## src/rtl/dmem_access_ctrl.sv

```systemverilog
// dmem_access_ctrl: arbitrates the shared byte-addressed, big-endian data memory
// between the CPU memory stage (port A) and a loader/debug master (port B).
// Each accepted request becomes exactly one memory cycle (IDLE -> ACCESS -> RESP).
// Requests with an illegal size or an out-of-range address are rejected
// (IDLE -> RESP) and never reach the memory.
// Optional build macro DMEM_ALIGN_CHECK_EN: when it is defined, a half at an odd
// address or a word that is not 4-byte aligned is also rejected. When it is not
// defined, unaligned accesses go to the memory byte by byte, big-endian.
module dmem_access_ctrl #(
   parameter int ADDR_W    = 11,
   parameter int MEM_BYTES = 2048,
   parameter bit FAIR      = 1'b1
) (
   input  logic              clk,
   input  logic              rst_n,
   // port A
   input  logic              a_req,
   input  logic              a_we,
   input  logic [1:0]        a_size,
   input  logic              a_signed,
   input  logic [ADDR_W-1:0] a_addr,
   input  logic [31:0]       a_wdata,
   output logic              a_ack,
   output logic [31:0]       a_rdata,
   output logic              a_err,
   // port B
   input  logic              b_req,
   input  logic              b_we,
   input  logic [1:0]        b_size,
   input  logic              b_signed,
   input  logic [ADDR_W-1:0] b_addr,
   input  logic [31:0]       b_wdata,
   output logic              b_ack,
   output logic [31:0]       b_rdata,
   output logic              b_err,
   // data memory
   output logic              dm_cs,
   output logic              dm_r,
   output logic              dm_w,
   output logic [ADDR_W-1:0] dm_addr,
   output logic [31:0]       dm_wdata,
   output logic [1:0]        dm_bit_s,
   input  logic [31:0]       dm_rdata,
   output logic              busy
);

   localparam logic [1:0] S_IDLE   = 2'd0;
   localparam logic [1:0] S_ACCESS = 2'd1;
   localparam logic [1:0] S_RESP   = 2'd2;

   localparam logic GNT_A = 1'b0;
   localparam logic GNT_B = 1'b1;

   // Highest legal byte address, one bit wider than the address so that the
   // last byte touched by an access can be compared without wrapping.
   localparam logic [ADDR_W:0] LAST_BYTE = (ADDR_W+1)'(MEM_BYTES - 1);
   localparam logic [ADDR_W:0] ONE       = (ADDR_W+1)'(1);

   logic [1:0]        state_q, state_d;
   logic              last_grant_q, last_grant_d;
   logic              gnt_q, gnt_d;
   logic              we_q, we_d;
   logic [1:0]        size_q, size_d;
   logic              signed_q, signed_d;
   logic [ADDR_W-1:0] addr_q, addr_d;
   logic [31:0]       wdata_q, wdata_d;
   logic              err_q, err_d;
   logic [31:0]       rdata_q, rdata_d;

   logic              pick_b;
   logic              sel_we;
   logic [1:0]        sel_size;
   logic              sel_signed;
   logic [ADDR_W-1:0] sel_addr;
   logic [31:0]       sel_wdata;
   logic [ADDR_W:0]   span;
   logic [ADDR_W:0]   last_addr;
   logic              misalign;
   logic              sel_err;
   logic [31:0]       load_data;
   logic              in_access;
   logic              in_resp;

   // Arbitration: round-robin on a tie when FAIR, otherwise port A always wins.
   always_comb begin
      // NOTE: every combinational output gets a default first so no latch is inferred.
      pick_b = 1'b0;
      if (FAIR) begin
         if (a_req && b_req) pick_b = (last_grant_q == GNT_A);
         else                pick_b = b_req;
      end else begin
         pick_b = !a_req;
      end
   end

   // Winner's request fields.
   always_comb begin
      sel_we     = pick_b ? b_we     : a_we;
      sel_size   = pick_b ? b_size   : a_size;
      sel_signed = pick_b ? b_signed : a_signed;
      sel_addr   = pick_b ? b_addr   : a_addr;
      sel_wdata  = pick_b ? b_wdata  : a_wdata;
   end

   // Size, range and (optionally) alignment checks on the winning request.
   always_comb begin
      span = '0;
      case (sel_size)
         2'd0:    span = ONE;
         2'd1:    span = (ADDR_W+1)'(2);
         2'd2:    span = (ADDR_W+1)'(4);
         default: span = '0;
      endcase
      last_addr = {1'b0, sel_addr} + span - ONE;
`ifdef DMEM_ALIGN_CHECK_EN
      misalign = ((sel_size == 2'd1) && sel_addr[0]) ||
                 ((sel_size == 2'd2) && (sel_addr[1:0] != 2'b00));
`else
      misalign = 1'b0;
`endif
      sel_err = (sel_size == 2'd3) || (last_addr > LAST_BYTE) || misalign;
   end

   // Big-endian load extraction: the addressed byte/half sits at the top of dm_rdata.
   always_comb begin
      load_data = dm_rdata;
      case (size_q)
         2'd0:    load_data = {{24{signed_q & dm_rdata[31]}}, dm_rdata[31:24]};
         2'd1:    load_data = {{16{signed_q & dm_rdata[31]}}, dm_rdata[31:16]};
         default: load_data = dm_rdata;
      endcase
   end

   // Next-state and request-capture logic.
   always_comb begin
      state_d      = state_q;
      last_grant_d = last_grant_q;
      gnt_d        = gnt_q;
      we_d         = we_q;
      size_d       = size_q;
      signed_d     = signed_q;
      addr_d       = addr_q;
      wdata_d      = wdata_q;
      err_d        = err_q;
      rdata_d      = rdata_q;
      case (state_q)
         S_IDLE: begin
            if (a_req || b_req) begin
               gnt_d        = pick_b;
               last_grant_d = pick_b;
               we_d         = sel_we;
               size_d       = sel_size;
               signed_d     = sel_signed;
               addr_d       = sel_addr;
               wdata_d      = sel_wdata;
               err_d        = sel_err;
               rdata_d      = '0;
               state_d      = sel_err ? S_RESP : S_ACCESS;
            end
         end
         S_ACCESS: begin
            rdata_d = we_q ? 32'd0 : load_data;
            state_d = S_RESP;
         end
         S_RESP: begin
            state_d = S_IDLE;
         end
         default: begin
            state_d = S_IDLE;
         end
      endcase
   end

   // State and request registers.
   always_ff @(posedge clk or negedge rst_n) begin
      // NOTE: the datapath registers are reset too; they are few, and resetting them keeps every output at zero out of reset.
      if (!rst_n) begin
         state_q      <= S_IDLE;
         last_grant_q <= GNT_B;
         gnt_q        <= GNT_A;
         we_q         <= 1'b0;
         size_q       <= 2'd0;
         signed_q     <= 1'b0;
         addr_q       <= '0;
         wdata_q      <= '0;
         err_q        <= 1'b0;
         rdata_q      <= '0;
      end else begin
         // NOTE: non-blocking assignments so every register samples pre-edge values.
         state_q      <= state_d;
         last_grant_q <= last_grant_d;
         gnt_q        <= gnt_d;
         we_q         <= we_d;
         size_q       <= size_d;
         signed_q     <= signed_d;
         addr_q       <= addr_d;
         wdata_q      <= wdata_d;
         err_q        <= err_d;
         rdata_q      <= rdata_d;
      end
   end

   // Memory strobes decode straight from state, so an async reset removes them at once.
   always_comb begin
      in_access = (state_q == S_ACCESS);
      in_resp   = (state_q == S_RESP);
      dm_cs     = in_access;
      dm_r      = in_access & ~we_q;
      dm_w      = in_access & we_q;
      dm_addr   = in_access ? addr_q  : '0;
      dm_wdata  = in_access ? wdata_q : '0;
      dm_bit_s  = in_access ? size_q  : 2'd0;
      busy      = (state_q != S_IDLE);
   end

   // Response outputs: only the granted port sees ack/rdata/err, only in RESP.
   always_comb begin
      a_ack   = in_resp & (gnt_q == GNT_A);
      b_ack   = in_resp & (gnt_q == GNT_B);
      a_rdata = a_ack ? rdata_q : 32'd0;
      b_rdata = b_ack ? rdata_q : 32'd0;
      a_err   = a_ack & err_q;
      b_err   = b_ack & err_q;
   end

endmodule

```

## config.mk

```make
export PLATFORM = sky130hd
export DESIGN_NAME = dmem_access_ctrl
export DESIGN_NICKNAME = d
export VERILOG_FILES = /design/src/rtl/dmem_access_ctrl.sv
export SDC_FILE = /design/constraint.sdc
export NUM_CORES = 1
export LEC_CHECK = 0
export CORE_MARGIN = 4
export CORE_UTILIZATION = 58
export DETAILED_ROUTE_END_ITERATION = 16
export DONT_BUFFER_PORTS = 1
export PLACE_DENSITY = 0.73
export SLEW_MARGIN = 20
export SYNTH_ARGS = -nofsm -noshare
export SYNTH_HDL_FRONTEND = slang
export SYNTH_SLANG_ARGS = --single-unit
```

## constraint.sdc

```tcl
create_clock -name clk -period 2.7 [get_ports clk]
set_input_delay 0 -clock clk [delete_from_list [all_inputs] [get_ports clk]]
set_output_delay 0 -clock clk [all_outputs]
set_load 0.01 [all_outputs]
```

Yosys cells after proc, flatten, opt, wreduce, memory -nomap -nowiden
Cells that the tools add are included.
{"block": "totals", "input_bits": 130, "output_inout_bits": 117, "reg_bits": 84}
{"block": "classes", "muxes": 19, "order_cmp": 1, "addsub": 2, "reduce_logical": 10, "n_eq_ne": 7, "bitwise_logic": 10}
{"operator": "$mux W32", "count": 6}
{"operator": "$pmux W32 S2", "count": 2}
{"operator": "$mux W11", "count": 2}
{"operator": "$add A11 B12 Y12", "count": 1}
{"operator": "$gt A12 B11 Y1 const B", "count": 1}
{"operator": "$sub A12 B1 Y12 const B", "count": 1}
{"operator": "$pmux W3 S3", "count": 1}
{"operator": "$mux W2", "count": 4}
{"operator": "$and A1 B1 Y1", "count": 7}
{"operator": "$eq A2 B1 Y1 const B", "count": 3}
{"operator": "$eq A2 B2 Y1 const B", "count": 3}
{"operator": "$logic_not A2 Y1", "count": 3}
{"operator": "$pmux W2 S2", "count": 1}
{"operator": "$reduce_and A2 Y1", "count": 2}
{"operator": "$reduce_bool A2 Y1", "count": 2}
{"operator": "$mux W1", "count": 3}
{"operator": "$not A1 Y1", "count": 3}
{"operator": "$logic_or A1 B1 Y1", "count": 2}
{"operator": "$ne A2 B2 Y1 const B", "count": 1}
{"operator": "$logic_and A1 B1 Y1", "count": 1}

Depth between registers and ports, before layout
{"block": "depth", "depth_word": 12, "depth_mapped": 14, "depth_no_buf": 12}

Worst setup path before layout
No wires, ideal clock.
{"block": "synth_path", "path_type": "reg2reg", "from": "reg last_grant_q", "to": "reg state_q[1]", "setup_slack_ns": -0.258, "path_buffers": 2, "setup_ns": 0.136, "arrival_ns": 2.821, "stages_incl_launch_ff": 15, "cell_sequence": "dfstp_2 -> a21boi_2 -> buf_4 -> buf_4 -> nor3b_1 -> a31oi_1 -> ha_1 -> inv_1 -> ha_1 -> fa_1 -> a211oi_1 -> o21ai_0 -> a211oi_1 -> xor2_1 -> a31oi_1"}
{"block": "synth_between", "elab_chain_cells": 12, "elab_cells_between_ends": 16, "classes_between": "add/sub (2); order compare (1); eq/ne (3); mux (7); bitwise (1); reduce/logical (2)"}
{"element": "start: declaration", "line_no": "60", "text": "logic last_grant_q, last_grant_d;"}
{"element": "start signal: assignment", "line_no": "191", "text": "last_grant_q <= last_grant_d;"}
{"element": "$not A1 Y1 *", "line_no": "89", "text": "if (a_req && b_req) pick_b = (last_grant_q == GNT_A);"}
{"element": "$mux W1 *", "line_no": "89"}
{"element": "$mux W2", "line_no": "99", "text": "sel_size = pick_b ? b_size : a_size;"}
{"element": "$eq A2 B2 Y1 (tied with other cells)", "line_no": "108", "text": "case (sel_size)"}
{"element": "$pmux W3 S3", "line_no": "108"}
{"element": "$add A11 B12 Y12", "line_no": "114", "text": "last_addr = {1'b0, sel_addr} + span - ONE;"}
{"element": "$sub A12 B1 Y12", "line_no": "114"}
{"element": "$gt A12 B11 Y1", "line_no": "121", "text": "sel_err = (sel_size == 2'd3) || (last_addr > LAST_BYTE) || misalign;"}
{"element": "$logic_or A1 B1 Y1 *", "line_no": "121"}
{"element": "$mux W2 *", "line_no": "158", "text": "state_d = sel_err ? S_RESP : S_ACCESS;"}
{"element": "$mux W2 *", "line_no": "148", "text": "if (a_req || b_req) begin"}
{"element": "$pmux W2 S2 *", "line_no": "146", "text": "case (state_q)"}
{"element": "end signal: assignment", "line_no": "190", "text": "state_q <= state_d;"}
{"element": "end: declaration", "line_no": "59", "text": "logic [1:0] state_q, state_d;"}
Every way passes the cells marked *; elsewhere a longest branch is shown, timed or not. The select of a mux whose other input is x is not followed.
A chain may end at the register's enable or synchronous reset.

Worst setup path in the final report
{"block": "layout_path", "from": "reg last_grant_q", "to": "reg state_q[0]"}
{"block": "layout_between", "elab_cells_between_ends": 16, "classes_between": "add/sub (2); order compare (1); eq/ne (3); mux (7); bitwise (1); reduce/logical (2)"}
{"element": "$not A1 Y1", "line_no": "89"}
{"element": "$mux W1", "line_no": "89"}
{"element": "$mux W11", "line_no": "101", "text": "sel_addr = pick_b ? b_addr : a_addr;"}
{"element": "named net sel_addr[8]", "line_no": "74", "text": "logic [ADDR_W-1:0] sel_addr;"}
{"element": "$add A11 B12 Y12", "line_no": "114"}
{"element": "$sub A12 B1 Y12", "line_no": "114"}
{"element": "$gt A12 B11 Y1", "line_no": "121"}
{"element": "$logic_or A1 B1 Y1", "line_no": "121"}
{"element": "$mux W2", "line_no": "158"}
{"element": "$mux W2", "line_no": "148"}
{"element": "$pmux W2 S2", "line_no": "146"}
The timed path passes the listed nets, and every way through them passes these cells. The select of a mux whose other input is x is not followed.

==> flow_summary_export.csv <==
group,metric,value,unit
status,status,"finished, violations left",
status,violations,"negative setup slack",
floorplan,core-area,0.00826,mm^2
synth,synth_compound_area_share,13.7,%
detailed_routing,routed_wl,16900,um
global_routing,grt_pass1_vias,4902,
setup_path,rr_worst_depth,11,
timing,clock_skew,0.0158,ns
clocking,clkTransAtPathRegs,0.09,ns
detailed_routing,num_vias,4787,
power,vdd_drop_max,0.651,mV
synth,synth_area_leaders,"dfrtp_1 (42%), and2_1 (14%), mux2i_1 (11%)",
synth,ys_ff_latch,84,
hold_path,min_path_type,"primary input to register",
floorplan,initial_core_util,59.7,%
floorplan,dieWidth,100,um
clocking,htreeDepth,3,
placement,dpl.hpwl,9390,um
hold_path,holdPathStages,3,
synth,synth_xor_area_share,0.178,%
detailed_routing,drtIter0Drc,240,
synth,yosysSeqAreaShare,42.6,%
setup_path,critical_path_class,"register to register",
placement,place.gp.congestion,0.864,
clocking,cts_tree,"done",
synth,synth-async-reset-ratio,100,%
synth,synth_top_family_by_area,"simple AND/OR/NAND/NOR gates",
setup_path,slowest_stage,"dfstp_2",
synth,synth.cell_area,0.00493,mm^2
synth,synthFlopType,"dfrtp_1",
synth,yosys.cell_types.count,34,
power,leakagePower,3.03,nW
finish,final_design_area_no_fill,0.00666,mm^2
synth,synth_area_per_cell,8.84,um^2
global_routing,grt_max_degree,85,
synth,yosys.area_share.simple,23.7,%
setup_path,critPathLaunchType,"register",
setup_path,cp_max_fo,6,
finish,diodes,0,
detailed_routing,wire_per_inst,21.3,um
clocking,cts.sinks,84,
detailed_routing,viasPerCell,6.03,
timing,max_freq,0.352,GHz
global_routing,grt_pass1_wl,25400,um
synth,synth_nets,701,
floorplan,num_rows,33,
floorplan,die_h,100,um
timing,worst_pin_slew,0.870,ns
global_routing,track_usage,32.2,%
setup_path,crit_path_end_kind,"register",
global_routing,grt_remaining_overflow,0,
timing,relSlewSlack,41.9,%
timing,fin_crit,2.84,ns
finish,nets,827,
clocking,root_buffer,"clkbuf_8",
setup_path,slowest_delay,0.40,ns
global_routing,antenna_found_initial,0,
placement,pre_cts_slack,-0.142,ns
synth,muxShareOfSynthArea,11.2,%
floorplan,io_pins,247,
synth,syn_inst,558,
clocking,insertion_delay,0.36,ns
placement,portBuffers,0,
timing,finalHoldViolations,0,
run,maxCapViolations,0,
synth,synth_top_area_share,42.1,%
finish,drive_above_1_share,7.69,%
finish,fin_util,80.6,%
detailed_routing,dr.pass1.iters,5,
synth,yosys_warnings,0,
clocking,cts_made_buffers,9,
timing,worst_slack,-0.143,ns
synth,synth.most_common_cell,"and2_1",
setup_path,worstPathArrival,3.13,ns
finish,nFillCells,479,
timing,grt_setup_unrepaired,"true",
timing,finalSetupViolCount,3,
timing,slew_viol_final,0,
setup_path,worst_ep_required_time,2.99,ns
clocking,clk_path_buf_depth,2,
floorplan,die_area,0.0100,mm^2
setup_path,regToRegSetupSlack,-0.14,ns
synth,ys_top_cells_by_count,"and2_1 (111), dfrtp_1 (83), a21oi_1 (57)",
power,powerDensity,834,mW/mm^2
power,power,0.00555,W
finish,area_growth,34.9,%
synth,synth-edff-count,0,
placement,place_area,0.00503,mm^2
detailed_routing,drtAntennaViolNets,0,
synth,synthAdderAreaFrac,3.45,%
timing,whs,0.0154,ns
synth,synth.largest_area_cell,"dfrtp_1",
detailed_routing,drc_errors,0,
setup_path,path_cells,"a21boi_4 -> buf_6 -> buf_4 -> mux2i_1 -> inv_1 -> ha_1 -> a21oi_1 -> a21boi_0 -> a211oi_2 -> xor2_1 -> and3_1",
timing,period_share,105,%
[state kept, by name, summed over array words and instances (netlist names)]
name,flops
addr_q,11
err_q,1
gnt_q,1
last_grant_q,1
rdata_q,32
signed_q,1
size_q,2
state_q,2
wdata_q,32
we_q,1
[worst max-delay path: cells and delay by family, from the launching register on]
| family | cells | cell delay, ns |
|---|---|---|
| flops | 1 | 0.40 |
| xor+xnor | 1 | 0.25 |
| compound gates | 4 | 0.80 |
| buf+inv | 3 | 0.45 |
| simple gates | 1 | 0.18 |
| mux | 1 | 0.33 |
| fa+ha+maj | 1 | 0.35 |
[worst paths after layout]
path	from	to
min reg2reg	rdata_q[31]	rdata_q[31]
min in group asynchronous	rst_n	addr_q[5]
max in group asynchronous	rst_n	last_grant_q
min	a_req	state_q[1]
max	last_grant_q	state_q[0]
max reg2reg	last_grant_q	state_q[0]
[logic make-up (layout without fill, tap and decap cells)]
kind of cell             after synthesis  in the layout
AO/OA/AOI/OAI                        122            122
XOR/XNOR                               1              1
adder cells (fa/ha/maj)               13             13
buffers and inverters                 56            187
flip-flops                            84             84
multiplexers                          55             55
AND/OR/NAND/NOR                      227            227
[per-stage QoR]
stage,setup TNS [ns],cells
2_1_floorplan,-0.0598,558
3_3_place_gp,0,641
3_5_place_dp,-0.413,641
4_1_cts,-0.169,793
5_1_grt,-0.810,794
6_report,-0.407,794
[cell usage in the layout, fill, tap and decap left out, drive strengths merged]
cell type,count
nor3b,4
dfrtp,83
dlygate4sd3,131
mux2i,55
o211ai,1
and4,1
nand2,51
bufinv,1
a31oi,7
ha,12
and3,1
nand3,1
nor3,2
dfstp,1
a22o,9
and2,111
nand2b,1
a211oi,3
fa,1
nor2,54
clkbuf,11
o21ai,43
xor2,1
a21oi,57
or2,1
a21boi,2
buf,22
inv,19
clkinvlp,3
[per-layer routing]
layer  vias up  GRT usage (%)  share of wire [%]
li1       2108              -                  -
met1      2296           36.7                 35
met2       320           56.9                 52
met3        63           7.64                8.8
met4         0           15.0                4.4
met5         -              0                  0
[power breakdown]
part	switching (W)	leakage, nW	internal (W)
logic	0.00155	1.93	0.000979
registers	0.000340	1.02	0.00176
clock network	0.000493	0.0862	0.000432
total	0.00238	3.03	0.00317
[final cells by class]
cell class | count | area [um^2] | share of cell area (%)
Sequential cell | 84 | 2100 | 31.6
Clock buffer | 11 | 131 | 1.97
Timing Repair Buffer | 153 | 1510 | 22.7
Clock inverter | 5 | 61.3 | 0.921
Multi-Input combinational cell | 418 | 2650 | 39.8
Tap cell | 105 | 131 | 1.97
Inverter | 18 | 67.6 | 1.02
[timing repair]
action / CTS / global route
hold endpoints to repair: 167 / 0
hold buffers: 132 / 0
pin swaps: 2 / 3
buffers inserted: 4 / 1
gates resized for setup: 5 / 7
endpoints found under the setup margin: 3 / 7
No activity file was read; power rests on OpenSTA's default activity.
